**config.mk**
```make
export PLATFORM = sky130hd
export DESIGN_NAME = edf_irq_taker
export DESIGN_NICKNAME = d
export VERILOG_FILES = /design/src/rtl/edf_ic_pkg.sv /design/src/rtl/edf_irq_taker.sv
export SDC_FILE = /design/constraint.sdc
export NUM_CORES = 1
export LEC_CHECK = 0
export CAP_MARGIN = 20
export CORE_MARGIN = 1.5
export CORE_UTILIZATION = 48
export DETAILED_ROUTE_END_ITERATION = 8
export HOLD_SLACK_MARGIN = 0.05
export PLACE_DENSITY = 0.82
export SYNTH_ARGS = -nofsm -noshare
export SYNTH_HDL_FRONTEND = slang
export SYNTH_SLANG_ARGS = --single-unit
```
**constraint.sdc**
```tcl
create_clock -name clk_i -period 4.1 [get_ports clk_i]
set_input_delay 0.82 -clock clk_i [delete_from_list [all_inputs] [get_ports clk_i]]
set_output_delay 0.82 -clock clk_i [all_outputs]
set_load 0.005 [all_outputs]
```
**src/rtl/edf_ic_pkg.sv**
```systemverilog
// Shared definitions for the EDF interrupt controller and its core-side taker.
// Holds the taker FSM state encoding and the deadline register layout in cfg
// space. The gateway decoder in edf_ic decodes the same offsets, so both sides
// must change together.
package edf_ic_pkg;

  typedef enum logic [2:0] {
    IDLE,
    RD_LO,
    RD_HI,
    WAIT_HI,
    TRAP,
    ACTIVE
  } state_e;

  // Each IRQ owns a 64-bit deadline split into two 32-bit words.
  localparam logic [31:0] DlLoOffset = 32'd0;
  localparam logic [31:0] DlHiOffset = 32'd4;
  localparam logic [31:0] DlStride   = 32'd8;

  // An all-ones deadline means the interrupt has no deadline at all.
  localparam logic [63:0] NoDeadline = '1;

endpackage

```
**src/rtl/edf_irq_taker.sv**
```systemverilog
// Core-side consumer of the EDF interrupt controller's winner handshake.
// It claims the winning IRQ and then reads that IRQ's 64-bit deadline as two
// cfg reads. It then raises a trap request and holds it until the core
// acknowledges. When the handler completes, it compares mtime against the
// deadline and flags and counts a miss.
//
// Ports:
//   clk_i, rst_i          clock, synchronous active-high reset
//   irq_valid_i/irq_id_i  upstream winner; irq_ready_o claims it
//   cfg_*                 read-only cfg initiator (data returns one cycle after req)
//   mtime_i               machine timer used for the deadline check
//   core_irq_en_i         core can take an interrupt now
//   trap_req_o/trap_id_o  trap request to the core, held until trap_ack_i
//   complete_i            handler finished
//   dl_miss_o/miss_cnt_o  miss pulse and saturating miss count
//   busy_o                a claimed interrupt is in flight
module edf_irq_taker
  import edf_ic_pkg::*;
#(
  parameter int          NrIrqs   = 4,
  parameter int          TsWidth  = 64,
  parameter logic [31:0] BaseAddr = 32'h0
) (
  input  logic                      clk_i,
  input  logic                      rst_i,
  input  logic                      irq_valid_i,
  input  logic [$clog2(NrIrqs)-1:0] irq_id_i,
  output logic                      irq_ready_o,
  output logic                      cfg_req_o,
  output logic                      cfg_we_o,
  output logic [31:0]               cfg_addr_o,
  output logic [31:0]               cfg_wdata_o,
  input  logic [31:0]               cfg_rdata_i,
  input  logic [TsWidth-1:0]        mtime_i,
  input  logic                      core_irq_en_i,
  output logic                      trap_req_o,
  output logic [$clog2(NrIrqs)-1:0] trap_id_o,
  input  logic                      trap_ack_i,
  input  logic                      complete_i,
  output logic                      dl_miss_o,
  output logic [31:0]               miss_cnt_o,
  output logic                      busy_o
);

  localparam int IdWidth = $clog2(NrIrqs);

  state_e               state_q, state_d;
  logic [IdWidth-1:0]   id_q;
  logic [TsWidth-1:0]   dl_q;
  logic [31:0]          miss_cnt_q;
  logic [31:0]          id_off;
  logic                 handshake;
  logic                 late;

  function automatic logic [31:0] sat_inc(input logic [31:0] v);
    return (v == 32'hFFFF_FFFF) ? v : v + 32'd1;
  endfunction

  assign id_off    = DlStride * {{(32-IdWidth){1'b0}}, id_q};
  assign handshake = irq_valid_i & irq_ready_o;
  // Unsigned compare; equality with the deadline still counts as on time.
  assign late      = (dl_q != NoDeadline) && (mtime_i > dl_q);

  always_comb begin
    state_d     = state_q;
    irq_ready_o = 1'b0;
    cfg_req_o   = 1'b0;
    cfg_addr_o  = 32'h0;
    trap_req_o  = 1'b0;
    dl_miss_o   = 1'b0;
    case (state_q)
      IDLE: begin
        irq_ready_o = irq_valid_i & core_irq_en_i;
        if (irq_valid_i & core_irq_en_i) state_d = RD_LO;
      end
      RD_LO: begin
        cfg_req_o  = 1'b1;
        cfg_addr_o = BaseAddr + id_off + DlLoOffset;
        state_d    = RD_HI;
      end
      RD_HI: begin
        cfg_req_o  = 1'b1;
        cfg_addr_o = BaseAddr + id_off + DlHiOffset;
        state_d    = WAIT_HI;
      end
      WAIT_HI: state_d = TRAP;
      TRAP: begin
        trap_req_o = 1'b1;
        // A completion seen in the same cycle as the ack is dropped on purpose.
        if (trap_ack_i) state_d = ACTIVE;
      end
      ACTIVE: begin
        if (complete_i) begin
          state_d   = IDLE;
          dl_miss_o = late;
        end
      end
      default: state_d = IDLE;
    endcase
  end

  assign cfg_we_o    = 1'b0;
  assign cfg_wdata_o = 32'h0;
  assign trap_id_o   = (state_q == IDLE) ? '0 : id_q;
  assign busy_o      = (state_q != IDLE);
  assign miss_cnt_o  = miss_cnt_q;

  always_ff @(posedge clk_i) begin
    if (rst_i) begin
      state_q <= IDLE;
      id_q    <= '0;
      dl_q    <= '0;
    end else begin
      state_q <= state_d;
      if (handshake) id_q <= irq_id_i;
      // Read data arrives the cycle after each request.
      if (state_q == RD_HI)   dl_q[31:0]  <= cfg_rdata_i;
      if (state_q == WAIT_HI) dl_q[63:32] <= cfg_rdata_i;
    end
  end

  always_ff @(posedge clk_i) begin
    if (rst_i) begin
      miss_cnt_q <= 32'h0;
    end else if (dl_miss_o) begin
      miss_cnt_q <= sat_inc(miss_cnt_q);
    end
  end

endmodule

```
==> flow_metrics.py, run 1 <==
metrics = {
    "outcome": {
        "status": "complete, no violations",
    },
    "sta": {
        "rsz0062_at_grt": "no",
        "period_needed_ns": 4.020,
        "worst_pin_slew_ns": 1.049,
        "slew_violations": 0,
        "timing.final.crit_share": 0.9806,
        "maxSlewHeadroom": 0.2998,
        "hold_violations": 0,
        "fin_tns_setup_ns": 0,
        "setup_viol": 0,
        "final.setup.worst_slack_ns": 0.07965,
        "fmax_mhz": 248.7,
        "skew_ns": 0.01223,
    },
    "finish": {
        "area_growth_pct": 26.81,
        "layout_commonest_cell": "nand2_1",
        "layout_common_cells": "nand2_1, clkdlybuf4s50_1, a21oi_1",
        "final_layout_size_suffix_gt1_frac": 0.07647,
        "antenna_cells": 0,
        "final_cell_area_um2": 8503,
        "final_nets": 1184,
        "n_fill_cell": 1233,
    },
    "global_route": {
        "grt_pass1_wl_um": 29380,
        "grt.overflow.total": 0,
        "grt.total_usage": 0.2526,
        "grt_max_degree": 116,
        "antenna_found_initial": 0,
        "grt_pass1_vias": 6096,
    },
    "routing": {
        "vias": 6497,
        "drc": 0,
        "dr.pass1.iters": 5,
        "routedWlPerCell_um": 15.06,
        "routed_wl_um": 18070,
        "vias_per_cell": 5.414,
        "initialDrtViolationCount": 417,
        "postRouteAntennaNets": 0,
    },
    "pwr": {
        "power_uw": 2764,
        "irDropWorstVdd_v": 0.0001717,
        "leakage_uw": 0.002993,
        "p_per_area_nw_per_um2": 325.0,
    },
    "logic_synthesis": {
        "synth_edf_count": 0,
        "synth_cell_types": 45,
        "yosys_warnings": 0,
        "synth_area_per_cell_um2": 7.672,
        "synth-seq-cells": 101,
        "synth_area_um2": 6705,
        "synth_top_flop_cell": "dfxtp_1",
        "synth_cells": 874,
        "ys_seq_area_frac": 0.3015,
        "async_flop_share": 0,
    },
    "worst_setup_path": {
        "crit_path_start_kind": "primary input",
        "critical_path_class": "primary input to output port",
        "cp_max_fo": 2,
        "endpoint_kind": "output port",
        "cp.required_ns": 3.28,
        "arrival_ns": 3.20,
    },
    "worst_hold_path": {
        "hp-class": "register to register",
    },
    "cts": {
        "clkTransAtPathRegs_ns": 0.07,
        "cts_buffers": 9,
        "htreeDepth": 3,
        "tritoncts": "built",
        "clockBufferDepth": 2,
        "postCtsHoldBufs": 0,
        "ctsRootBufferMaster": "clkbuf_16",
        "cts_sinks": 101,
        "clk_latency_ns": 0.35,
    },
    "place": {
        "place_area_um2": 8132,
        "gp_congestion": 0.9175,
        "dp_hpwl_um": 13430,
        "numPortBuffers": 145,
        "dp_slack_ns": -0.2171,
    },
    "die": {
        "initial_core_util": 0.4868,
        "fp-row-count": 43,
        "core_um2": 13770,
        "die-area_um2": 14690,
        "die_h_um": 121.2,
        "ios": 208,
        "chipWidth_um": 121.2,
    },
    "run": {
        "maxCapViolCount": 0,
    },
}
==> final timing paths <==
| path | slack (ns) | depth (start not counted) | from | to |
|---|---|---|---|---|
| worst max register to register | 1.03 | 10 | dl_q[14] | miss_cnt_o[23] |
| worst max-delay path | 0.08 | 9 | mtime_i[37] | dl_miss_o |
| worst min-delay path | 0.47 | 2 | dl_q[48] | dl_q[48] |
| worst min register to register | 0.47 | 2 | dl_q[48] | dl_q[48] |
==> worst max-delay path, stage by stage <==
cell and delay (ns):
clkdlybuf4s50_1 0.46, ha_1 0.32, nand4_1 0.15, nor4_2 0.37, nand2_1 0.11, or4_4 0.56, nand2_4 0.09, nor2_2 0.05
dlygate4sd2_1 0.27
==> routing by layer <==
metal | GRT usage | share of wire | vias up | routed length (um)
li1 | - | - | 3188 | -
met1 | 0.3269 | 0.44 | 3007 | 7915
met2 | 0.4137 | 0.46 | 267 | 8345
met3 | 0.04464 | 0.070 | 35 | 1259
met4 | 0.1081 | 0.030 | 0 | 550
met5 | 0 | 0 | - | 0
==> metrics by stage <==
stage	hold WS, ns	util	std cells
floorplan	0.4492	-	935
global placement	0.4571	0.5904	1182
detailed placement	0.4651	0.5904	1182
CTS	0.4749	0.6144	1198
global route	0.4926	0.6174	1200
finish	0.4745	0.6174	1200
==> registers in the layout, summed over array words and instances, names as in the netlist <==
name        flops
dl_q           64
id_q            2
miss_cnt_o     32
state_q         3
==> final cells by class <==
cell class / instances / area (um2) / area share
tap: 180 / 225.2 / 0.02649
sequential: 101 / 2022 / 0.2378
multi-input combinational: 661 / 4005 / 0.4710
inverter: 71 / 266.5 / 0.03134
clock buffer: 9 / 225.2 / 0.02649
clock inverter: 7 / 96.34 / 0.01133
timing repair buffer: 171 / 1663 / 0.1956
==> power by group <==
group	switching [uW]	internal [uW]	leakage, uW	total [uW]
logic	386	318	0.00202	704
registers	71.4	1060	0.000817	1130
clock network	392	538	0.000160	930
total	849	1910	0.00299	2760
==> synth_stat cells (6+ instances only) <==
library cell,number,area [um2]
a21oi_1,110,550.5
and3_1,6,37.54
and4_1,6,52.55
buf_4,64,480.5
clkbuf_1,24,90.09
dfxtp_1,101,2022
ha_1,65,813.3
inv_1,71,266.5
mux2_4,12,180.2
nand2_1,167,626.9
nand3_1,24,120.1
nand4_1,45,281.5
nor2_1,33,123.9
nor2b_1,18,112.6
nor3_1,7,35.03
nor4_1,8,50.05
nor4_2,12,150.1
o21ai_0,14,70.07
o31ai_1,10,75.07
or3_1,12,75.07
or4_1,15,112.6
==> repair_timing <==
action	4_1_cts	5_1_grt
pin swaps	2	2
hold endpoints to repair	0	0
setup buffers	0	1
gates resized for setup	4	1
endpoints found under the setup margin	1	1
==> kinds of logic (layout without fill, tap and decap cells) <==
kind of cell / after synthesis / count (layout) / share of synthesized area
other: 1 / 62 / 0.0005593
buffers and inverters: 173 / 258 / 0.1394
multiplexers: 16 / 16 / 0.03303
AO/OA/AOI/OAI: 153 / 153 / 0.1247
adder cells (fa/ha/maj): 65 / 65 / 0.1213
AND/OR/NAND/NOR: 364 / 364 / 0.2782
flip-flops: 101 / 101 / 0.3015
XOR/XNOR: 1 / 1 / 0.001306
Note: power is estimated with default switching activity, not from simulation.
==> inputs of run 2 (changes only) <==
--- a/config.mk
+++ b/config.mk
@@ -5,12 +5,13 @@
 export SDC_FILE = /design/constraint.sdc
 export NUM_CORES = 1
 export LEC_CHECK = 0
+export ABC_AREA = 1
 export CAP_MARGIN = 20
 export CORE_MARGIN = 1.5
-export CORE_UTILIZATION = 48
+export CORE_UTILIZATION = 38
 export DETAILED_ROUTE_END_ITERATION = 8
 export HOLD_SLACK_MARGIN = 0.05
-export PLACE_DENSITY = 0.82
+export PLACE_DENSITY = 0.67
 export SYNTH_ARGS = -nofsm -noshare
 export SYNTH_HDL_FRONTEND = slang
 export SYNTH_SLANG_ARGS = --single-unit
==> constraint.sdc (replaced) <==
create_clock -name clk_i -period 4.1 [get_ports clk_i]
set_input_delay 0.615 -clock clk_i [delete_from_list [all_inputs] [get_ports clk_i]]
set_output_delay 0.615 -clock clk_i [all_outputs]
set_load 0.005 [all_outputs]
==> flow_metrics.py, run 2 <==
metrics = {
    "outcome": {
        "status": "complete, no violations",
    },
    "run": {
        "maxCapViolCount": 0,
    },
    "routing": {
        "routedWlPerCell_um": 11.97,
        "vias": 6476,
        "initialDrtViolationCount": 273,
        "drc": 0,
        "dr.pass1.iters": 4,
        "vias_per_cell": 4.606,
        "postRouteAntennaNets": 0,
        "routed_wl_um": 16830,
    },
    "finish": {
        "regMostFlops": "dl_q",
        "final_layout_size_suffix_gt1_frac": 0.05098,
        "area_growth_pct": 24.37,
        "final_nets": 1341,
        "layout.cells.non_filler": 1406,
        "final_core_util": 0.4833,
        "layout_commonest_cell": "nand2_1",
        "antenna_cells": 0,
        "largest_register_ffs": 64,
        "layout_common_cells": "nand2_1, inv_1, clkdlybuf4s50_1",
    },
    "sta": {
        "fmax_mhz": 279.2,
        "holdWs_ns": 0.4742,
        "final.setup.worst_slack_ns": 0.5188,
        "rsz0062_at_grt": "no",
        "fin_tns_setup_ns": 0,
        "hold_violations": 0,
        "skew_ns": 0.009675,
        "timing.final.crit_share": 0.8735,
        "slew_violations": 0,
        "maxSlewHeadroom": 0.5912,
        "setup_viol": 0,
        "worst_pin_slew_ns": 0.6132,
        "period_needed_ns": 3.581,
    },
    "cts": {
        "clockBufferDepth": 2,
        "ctsRootBufferMaster": "clkbuf_16",
        "cts_sinks": 101,
        "htreeDepth": 3,
        "postCtsHoldBufs": 0,
        "clkTransAtPathRegs_ns": 0.08,
        "cts_buffers": 9,
        "cts_resized": 0,
        "post_cts_buffers": 0,
        "clk_latency_ns": 0.36,
        "tritoncts": "built",
    },
    "global_route": {
        "grt_max_degree": 66,
        "grt_pass1_vias": 5850,
        "grt.total_usage": 0.1756,
        "grt_pass1_wl_um": 27740,
        "grt.overflow.total": 0,
        "antenna_found_initial": 0,
    },
    "worst_setup_path": {
        "slowest_stage": "clkdlybuf4s50_1",
        "arrival_ns": 2.97,
        "cp.required_ns": 3.48,
        "crit_path_max_incr_delay_ns": 0.49,
        "crit_path_start_kind": "primary input",
        "cp_max_fo": 2,
        "crit_chain": "clkdlybuf4s50_1 > ha_1 > nand2_1 > inv_1 > nand3_1 > nor3_2 > inv_1 > nor2_1 > nand2_1 > nor2_1 > nor2_4 > and2_1 > clkdlybuf4s50_1",
        "critical_path_class": "primary input to output port",
        "endpoint_kind": "output port",
    },
    "worst_hold_path": {
        "hp-class": "register to register",
    },
    "logic_synthesis": {
        "synth.most_common_cell": "nand2_1",
        "synth_cell_types": 35,
        "ys_top_cells_by_area": "dfxtp_1, ha_1, nand2_1",
        "synth_edf_count": 0,
        "synth_top_flop_cell": "dfxtp_1",
        "yosys_warnings": 0,
        "netlist.area_leader.share": 0.2887,
        "synth-seq-cells": 101,
        "ys_seq_area_frac": 0.2887,
        "async_flop_share": 0,
        "synth_area_um2": 7004,
        "synth_area_per_cell_um2": 6.696,
        "synth_common_cells": "nand2_1, inv_1, dfxtp_1",
        "synth_cells": 1046,
        "synth.largest_area_cell": "dfxtp_1",
    },
    "place": {
        "gp_congestion": 0.8175,
        "dp.cells": 1390,
        "numPortBuffers": 145,
        "dp_hpwl_um": 13040,
        "dp_slack_ns": 0.5347,
    },
    "pwr": {
        "power.internal_uw": 2105,
        "switching_share": 0.3575,
        "leakage_uw": 0.003683,
        "power_frac_comb": 0.341,
        "irDropWorstVdd_v": 0.0001955,
        "p_switching_uw": 1171,
        "p_clk_frac": 0.280,
        "share_seq_of_total_power": 0.379,
        "p_per_area_nw_per_um2": 376.2,
    },
    "die": {
        "fp-row-count": 49,
        "die_h_um": 138.8,
        "initial_core_util": 0.3886,
        "die-area_um2": 19260,
        "core_um2": 18020,
        "ios": 208,
        "chipWidth_um": 138.8,
    },
}
==> run 2: cell count changes after synthesis, sizes merged, moves of 15 or more <==
cell and delta:
a21oi -15, inv +109, nand2 +25, nand3 +27
nor2 +73, nor2b -18, nor4 -20, o21ai +54
or4 -15
==> run 2: final cells by class <==
class / count / area (um2)
inverter: 188 / 706.9
timing repair buffer: 150 / 1489
fill: 1840 / 9314
clock inverter: 7 / 92.59
multi-input combinational: 722 / 3889
clock buffer: 9 / 225.2
sequential: 101 / 2022
tap: 229 / 286.5
==> run 2: metrics by stage <==
step	area, um2	total power (uW)
after global placement	8393	2356
after floorplan	7233	2048
final	8711	3277
after detailed placement	8393	2383
after CTS	8711	3301
after global routing	8711	3538
==> run 2: logic make-up after synthesis <==
group                    synth area share
AO/OA/AOI/OAI                      0.1267
XOR/XNOR                         0.001251
adder cells (fa/ha/maj)            0.1161
buffers and inverters              0.1899
flip-flops                         0.2887
other                           0.0005354
AND/OR/NAND/NOR                    0.2769
==> run 2: worst paths after layout <==
path | start | to | slack (ns) | cells past startpoint
worst max-delay path | mtime_i[47] | dl_miss_o | 0.52 | 13
worst min-delay path | dl_q[41] | dl_q[41] | 0.47 | 2
worst max register to register | dl_q[47] | miss_cnt_o[0] | 1.50 | 17
worst min register to register | dl_q[41] | dl_q[41] | 0.47 | 2
==> run 2: critical path: cells and delay by family <==
| kind | cells | cell delay [ns] |
|---|---|---|
| adders and majority gates | 1 | 0.30 |
| buffers and inverters | 4 | 1.01 |
| and+or+nand+nor | 8 | 1.05 |
==> run 2: power by group through the flow <==
stage	clock network, uW	logic, uW	registers, uW
floorplan	0	805	1240
global placement	0	1100	1260
detailed placement	0	1120	1260
CTS	937	1120	1240
global route	983	1290	1260
finish	917	1120	1240
==> run 2: per-layer routing <==
metal	share of wire	global-route usage	vias to the layer above
li1	-	-	3488
met1	0.47	0.2285	2830
met2	0.46	0.2918	139
met3	0.050	0.03419	19
met4	0.018	0.05811	0
met5	0	0	-
